$ cat src/rtl/song_rom_arbiter_pkg.sv
// song_rom_arbiter_pkg: song ROM constants and arbiter types shared by the arbiter files
package song_rom_arbiter_pkg;
  localparam int ADDR_W = 10;
  localparam int DATA_W = 8;
  localparam int SONG_LEN = 250;
  localparam int ROM_DEPTH = 4 * SONG_LEN;
  localparam logic [7:0] SONG_FINISH = 8'h7C;
  typedef enum logic {REQ_NOTES = 1'b0, REQ_DISPLAY = 1'b1} req_id_e;
  typedef struct packed {
    logic    valid;
    req_id_e id;
    logic    oor;
  } tag_t;
endpackage

$ cat src/rtl/song_rom_arbiter_if.sv
// song_rom_arbiter_if: two requester/response channels plus the ROM port
interface song_rom_arbiter_if #(
  parameter int ADDR_W = song_rom_arbiter_pkg::ADDR_W,
  parameter int DATA_W = song_rom_arbiter_pkg::DATA_W
);
  logic              req0_valid, req0_ready, rsp0_valid;
  logic [ADDR_W-1:0] req0_addr;
  logic [DATA_W-1:0] rsp0_data;
  logic              req1_valid, req1_ready, rsp1_valid;
  logic [ADDR_W-1:0] req1_addr;
  logic [DATA_W-1:0] rsp1_data;
  logic [ADDR_W-1:0] rom_addr;
  logic [DATA_W-1:0] rom_dout;
  logic              busy;
  modport master (
    output req0_valid, req0_addr, req1_valid, req1_addr, rom_dout,
    input  req0_ready, rsp0_valid, rsp0_data, req1_ready, rsp1_valid, rsp1_data, rom_addr, busy
  );
  modport slave (
    input  req0_valid, req0_addr, req1_valid, req1_addr, rom_dout,
    output req0_ready, rsp0_valid, rsp0_data, req1_ready, rsp1_valid, rsp1_data, rom_addr, busy
  );
endinterface

$ cat src/rtl/song_rom_arbiter_rr_arbiter2.sv
// rr_arbiter2: two-way round-robin grant with a registered last-grant pointer
module rr_arbiter2
  import song_rom_arbiter_pkg::*;
(
  input  logic       clk,
  input  logic       rst,
  input  logic [1:0] req_i,
  output logic [1:0] gnt_o,
  output req_id_e    gnt_id_o
);
  req_id_e last_q, last_d;
  always_comb begin
    gnt_id_o = (req_i == 2'b11) ? (last_q == REQ_NOTES ? REQ_DISPLAY : REQ_NOTES)
                                : (req_i[1] ? REQ_DISPLAY : REQ_NOTES);
    gnt_o = (|req_i) ? (gnt_id_o == REQ_DISPLAY ? 2'b10 : 2'b01) : 2'b00;
    last_d = (|req_i) ? gnt_id_o : last_q;
  end
  // Reset to DISPLAY so NOTES wins the first contention
  always_ff @(posedge clk or posedge rst)
    if (rst) last_q <= REQ_DISPLAY;
    else last_q <= last_d;
endmodule

$ cat src/rtl/song_rom_arbiter.sv
// song_rom_arbiter: shares one song ROM port between the note streamer and the
// display lookahead, returning tagged responses in fixed-latency order
module song_rom_arbiter #(
  parameter int ADDR_W = song_rom_arbiter_pkg::ADDR_W,
  parameter int DATA_W = song_rom_arbiter_pkg::DATA_W,
  parameter int ROM_DEPTH = song_rom_arbiter_pkg::ROM_DEPTH,
  parameter int ROM_LATENCY = 2,
  parameter logic [DATA_W-1:0] OOR_DATA = DATA_W'(song_rom_arbiter_pkg::SONG_FINISH)
) (
  input logic clk_in,
  input logic rst_in,
  song_rom_arbiter_if.slave bus
);
  import song_rom_arbiter_pkg::*;
  logic [1:0] req_v, gnt;
  req_id_e gnt_id;
  logic [ADDR_W-1:0] addr_g, rom_addr_q;
  tag_t tag_d;
  tag_t [ROM_LATENCY-1:0] tag_q;
  logic rsp_v_q;
  req_id_e rsp_id_q;
  logic [DATA_W-1:0] rsp_data_q;
  logic v0, v1;
  rr_arbiter2 u_arb (
    .clk(clk_in),
    .rst(rst_in),
    .req_i(req_v),
    .gnt_o(gnt),
    .gnt_id_o(gnt_id)
  );
  always_comb begin
    req_v = {bus.req1_valid, bus.req0_valid} & {2{~rst_in}};
    bus.req0_ready = gnt[0];
    bus.req1_ready = gnt[1];
    addr_g = (gnt_id == REQ_DISPLAY) ? bus.req1_addr : bus.req0_addr;
    bus.rom_addr = (|gnt) ? addr_g : rom_addr_q;
    tag_d.valid = |gnt;
    tag_d.id = gnt_id;
    tag_d.oor = 32'(addr_g) >= ROM_DEPTH;
    bus.busy = 1'b0;
    for (int i = 0; i < ROM_LATENCY; i++) bus.busy = bus.busy | tag_q[i].valid;
    v0 = rsp_v_q && rsp_id_q == REQ_NOTES;
    v1 = rsp_v_q && rsp_id_q == REQ_DISPLAY;
    bus.rsp0_valid = v0;
    bus.rsp1_valid = v1;
    bus.rsp0_data = v0 ? rsp_data_q : '0;
    bus.rsp1_data = v1 ? rsp_data_q : '0;
  end
  // Tag leaves the last stage together with its ROM word; response is registered
  always_ff @(posedge clk_in or posedge rst_in)
    if (rst_in) begin
      rom_addr_q <= '0;
      tag_q <= '0;
      rsp_v_q <= 1'b0;
      rsp_id_q <= REQ_NOTES;
      rsp_data_q <= '0;
    end else begin
      rom_addr_q <= bus.rom_addr;
      tag_q[0] <= tag_d;
      for (int i = 1; i < ROM_LATENCY; i++) tag_q[i] <= tag_q[i-1];
      rsp_v_q <= tag_q[ROM_LATENCY-1].valid;
      rsp_id_q <= tag_q[ROM_LATENCY-1].id;
      rsp_data_q <= tag_q[ROM_LATENCY-1].oor ? OOR_DATA : bus.rom_dout;
    end
endmodule

$ cat src/flat_wrapper.sv
// flat-port wrapper written by rule: the top's interface ports become plain ports
module song_rom_arbiter_flat import song_rom_arbiter_pkg::*;
#(
  parameter int ADDR_W = song_rom_arbiter_pkg::ADDR_W,
  parameter int DATA_W = song_rom_arbiter_pkg::DATA_W,
  parameter int ROM_DEPTH = song_rom_arbiter_pkg::ROM_DEPTH,
  parameter int ROM_LATENCY = 2,
  parameter logic [DATA_W-1:0] OOR_DATA = DATA_W'(song_rom_arbiter_pkg::SONG_FINISH)
)
  (clk_in, rst_in, bus_req0_valid, bus_req0_addr, bus_req1_valid, bus_req1_addr, bus_rom_dout, bus_req0_ready, bus_rsp0_valid, bus_rsp0_data, bus_req1_ready, bus_rsp1_valid, bus_rsp1_data, bus_rom_addr, bus_busy);
  song_rom_arbiter_if #(.ADDR_W(ADDR_W), .DATA_W(DATA_W)) bus_i ();
  input logic clk_in;
  input logic rst_in;
  input wire logic [$bits(bus_i.req0_valid)-1:0] bus_req0_valid;
  input wire logic [$bits(bus_i.req0_addr)-1:0] bus_req0_addr;
  input wire logic [$bits(bus_i.req1_valid)-1:0] bus_req1_valid;
  input wire logic [$bits(bus_i.req1_addr)-1:0] bus_req1_addr;
  input wire logic [$bits(bus_i.rom_dout)-1:0] bus_rom_dout;
  output wire logic [$bits(bus_i.req0_ready)-1:0] bus_req0_ready;
  output wire logic [$bits(bus_i.rsp0_valid)-1:0] bus_rsp0_valid;
  output wire logic [$bits(bus_i.rsp0_data)-1:0] bus_rsp0_data;
  output wire logic [$bits(bus_i.req1_ready)-1:0] bus_req1_ready;
  output wire logic [$bits(bus_i.rsp1_valid)-1:0] bus_rsp1_valid;
  output wire logic [$bits(bus_i.rsp1_data)-1:0] bus_rsp1_data;
  output wire logic [$bits(bus_i.rom_addr)-1:0] bus_rom_addr;
  output wire logic [$bits(bus_i.busy)-1:0] bus_busy;
  assign bus_i.req0_valid = bus_req0_valid;
  assign bus_i.req0_addr = bus_req0_addr;
  assign bus_i.req1_valid = bus_req1_valid;
  assign bus_i.req1_addr = bus_req1_addr;
  assign bus_i.rom_dout = bus_rom_dout;
  assign bus_req0_ready = bus_i.req0_ready;
  assign bus_rsp0_valid = bus_i.rsp0_valid;
  assign bus_rsp0_data = bus_i.rsp0_data;
  assign bus_req1_ready = bus_i.req1_ready;
  assign bus_rsp1_valid = bus_i.rsp1_valid;
  assign bus_rsp1_data = bus_i.rsp1_data;
  assign bus_rom_addr = bus_i.rom_addr;
  assign bus_busy = bus_i.busy;
  song_rom_arbiter #(.ADDR_W(ADDR_W), .DATA_W(DATA_W), .ROM_DEPTH(ROM_DEPTH), .ROM_LATENCY(ROM_LATENCY), .OOR_DATA(OOR_DATA)) u_core (.clk_in(clk_in), .rst_in(rst_in), .bus(bus_i));
endmodule
$ cat config.mk
export PLATFORM = sky130hd
export DESIGN_NAME = song_rom_arbiter_flat
export DESIGN_NICKNAME = d
export VERILOG_FILES = /design/src/rtl/song_rom_arbiter_pkg.sv /design/src/rtl/song_rom_arbiter_if.sv /design/src/rtl/song_rom_arbiter_rr_arbiter2.sv /design/src/rtl/song_rom_arbiter.sv /design/src/flat_wrapper.sv
export SDC_FILE = /design/constraint.sdc
export NUM_CORES = 1
export LEC_CHECK = 0
export CORE_MARGIN = 5
export CORE_UTILIZATION = 30
export CTS_CLUSTER_DIAMETER = 40
export CTS_CLUSTER_SIZE = 30
export DETAILED_ROUTE_END_ITERATION = 12
export HOLD_SLACK_MARGIN = 0.12
export PLACE_DENSITY = 0.72
export SYNTH_ARGS = -nofsm -noshare
export SYNTH_HDL_FRONTEND = slang
export SYNTH_HIERARCHICAL = 1
export SYNTH_SLANG_ARGS = --single-unit
$ cat constraint.sdc
create_clock -name clk_in -period 3.1 [get_ports clk_in]
set_input_delay 0.62 -clock clk_in [delete_from_list [all_inputs] [get_ports clk_in]]
set_output_delay 0.62 -clock clk_in [all_outputs]
set_load 0.005 [all_outputs]
==> flow_summary.toml <==
[drt]
ant_nets = 0
wl_per_cell_um = 14.1
drc = 0
vias = 1042
drt_wl_total_um = 3220
routed_via_density = 4.55
first_iter_violations = 12
firstDrtPassIters = 4

[placed_design]
io_buffers = 62
placed_area_um2 = 1870
hpwl_um = 2380
placed_cells = 217
routabilityCongestion = 0.794

[layout]
utilization = 0.555
final_cell_count_no_fill = 229
layout_commonest_cell = "clkdlybuf4s50_1"
syn_to_final_growth_pct = 77.2
antenna_cells = 0
final_cell_area_um2 = 2050
layout_common_cells = "clkdlybuf4s50_1, dfrtp_1, nor2_1, buf_4, mux2i_1"
nFillCells = 341
final_layout_size_suffix_gt1_frac = 0.188
nets = 214

[worst_setup_path]
path_depth = 8
critPathBufInv = 3
crit_type = "in2out"
cp-end-kind = "output pin"
slowest_delay_ps = 480
start_kind = "input pin"
crit_required_ps = 2480
path_delay_family = "buffers and inverters"
critPathSlowestCell = "clkdlybuf4s50_1"
crit_chain = "clkdlybuf4s50_1 > nor2b_4 > a21boi_4 > or2_4 > buf_4 > nor2_1 > a21oi_1 > dlygate4sd2_1"
crit_path_max_fanout = 5
reg2reg_slack_ps = 1500
r2r-start = "u_core/u_arb/last_q$_DFFE_PP1P_"
cp_data_arrival_time_ps = 2330
r2r-end = "u_core/rom_addr_q[1]$_DFF_PP0_"
reg2regPathDepth = 6

[yosys]
synth_seq_cells = 27
yosys.area.top_type = "dfrtp_1"
synth.top_cell.area_share = 0.563
synth_area_um2 = 1160
synth_top_family_by_area = "simple AND/OR/NAND/NOR gates"
ys_seq_area_frac = 0.585
synthXorXnorAreaFrac = 0
synthCells = 105
synth_compound_area_frac = 0.0779
synth_fp_nets = 137
synth_cell_types = 18
avgSynthCellArea_um2 = 11.0
synth_ff_type = "dfrtp_1"
synth-edff-count = 0
synth_fa_ha_area_frac = 0
synthTopCellsByArea = "dfrtp_1, mux2i_1, and2_1, a21oi_1, and3_1"
ys_warn_count = 6
ys_async_sr_fraction = 1.00
synthMuxAreaShare = 0.0866
synth-simple-area-share = 0.221

[die]
std_cell_rows = 22
core_area_um2 = 3690
die_area_um2 = 5200
initial_core_util = 0.313
die_h_um = 72.1
io_pins = 63
die_width_um = 72.1

[grt]
grt_pass1_wl_um = 5160
grt_max_degree = 27
track_usage = 0.124
grt_pass1_vias = 1126
grt_overflow = 0
antenna_found_initial = 0

[min_path]
min_to = "u_core/rsp_id_q$_DFF_PP0_"
holdPathStages = 0
worst_hold_startpoint = "u_core/tag_q[4]$_DFF_PP0_"
hp-class = "reg2reg"

[timing]
maxSlewHeadroom = 0.724
setup_viol = 0
min_period_ps = 2950
max_freq_ghz = 0.339
period_share = 0.952
rsz0062_at_grt = "no"
fin_skew_ps = 2.05
hold_viol = 0
tightest_slew_ps = 413
fin_setup_tns_ps = 0
drv_slew = 0
whs_ps = 355

[clock_tree]
htree_levels = 1
cts_tree = "yes"
cts.sinks = 27
clockBufferDepth = 2
worstSkewPairLatency_ps = 260
path_clk_slew_ps = 90
cts_inserted_buffers = 3
clock-root-buffer = "clkbuf_8"

[pwr]
irDropWorstVdd_uv = 214
power_leakage_nw = 0.927
powerDensity_nw_per_um2 = 412

[job]
maxCapViolCount = 0

[run_status]
outcome = "finished, final reports clean"
[what timing repair did]
item,in CTS,in global routing
hold endpoints to repair,0,0
setup buffers,2,4
cloned,2,0
setup endpoints to repair,10,5
hold buffers,0,0
pin swaps,3,3
resized for setup,22,6
[per-layer routing]
layer | track usage | up-vias | routed length, um | share of wire
li1 | - | 505 | - | -
met1 | 0.158 | 470 | 1360 | 0.42
met2 | 0.205 | 65 | 1490 | 0.46
met3 | 0.0388 | 2 | 347 | 0.11
met4 | 0.0313 | 0 | 21 | 0.0065
met5 | 0 | - | 0 | 0
[metrics by stage]
step	setup WS, ps	total power, mW
2_1_floorplan	766	0.490
3_3_place_gp	-191	0.625
3_5_place_dp	-280	0.632
4_1_cts	4.45	0.847
5_1_grt	56.1	0.895
6_report	150	0.844
[report_power, final]
group,leakage (nW),switching (mW),internal [mW]
Combinational,0.583,0.0911,0.145
Sequential,0.318,0.0217,0.391
Clock,0.0255,0.105,0.0898
Total,0.927,0.218,0.626
[synthesized netlist by cell type (all sizes together) (2+ instances only)]
cell	count
nor2	12
a21oi	11
inv	3
and2	9
buf	4
or2	7
mux2i	10
nand4	2
a21boi	3
and3	8
nor2b	6
dfrtp	26
[worst max path at each step]
stage                               from         endpoint  slack (ps)
after global routing      bus_req1_valid  bus_rom_addr[3]          60
after global placement    bus_req1_valid  bus_rom_addr[7]        -190
after detailed placement          rst_in  bus_rom_addr[1]        -280
final                     bus_req1_valid  bus_rom_addr[2]         150
after CTS                 bus_req0_valid  bus_rom_addr[7]           4
after floorplan           bus_req1_valid  bus_rom_addr[0]         770
[registers in the layout (all words and copies together) (netlist names)]
register             count
u_core/rom_addr_q       10
u_core/rsp_data_q        8
u_core/tag_q             6
u_core/rsp_id_q          1
u_core/rsp_v_q           1
u_core/u_arb/last_q      1
[area by class of cell]
cell class              instances  area [um^2]  area share
flip-flops and latches         27          677       0.330
repair buffers                 74          728       0.356
multi-input cells              73          526       0.257
well taps                      48         60.1      0.0293
clock inverters                 1         5.00     0.00244
clock buffers                   3         41.3      0.0202
inverters                       3         11.3     0.00550
[kinds of logic after synthesis]
logic type      count (synthesis)
compound gates                 16
mux                            10
simple gates                   45
flops                          27
buf+inv                         7
Power figures use the tool's default switching activity.
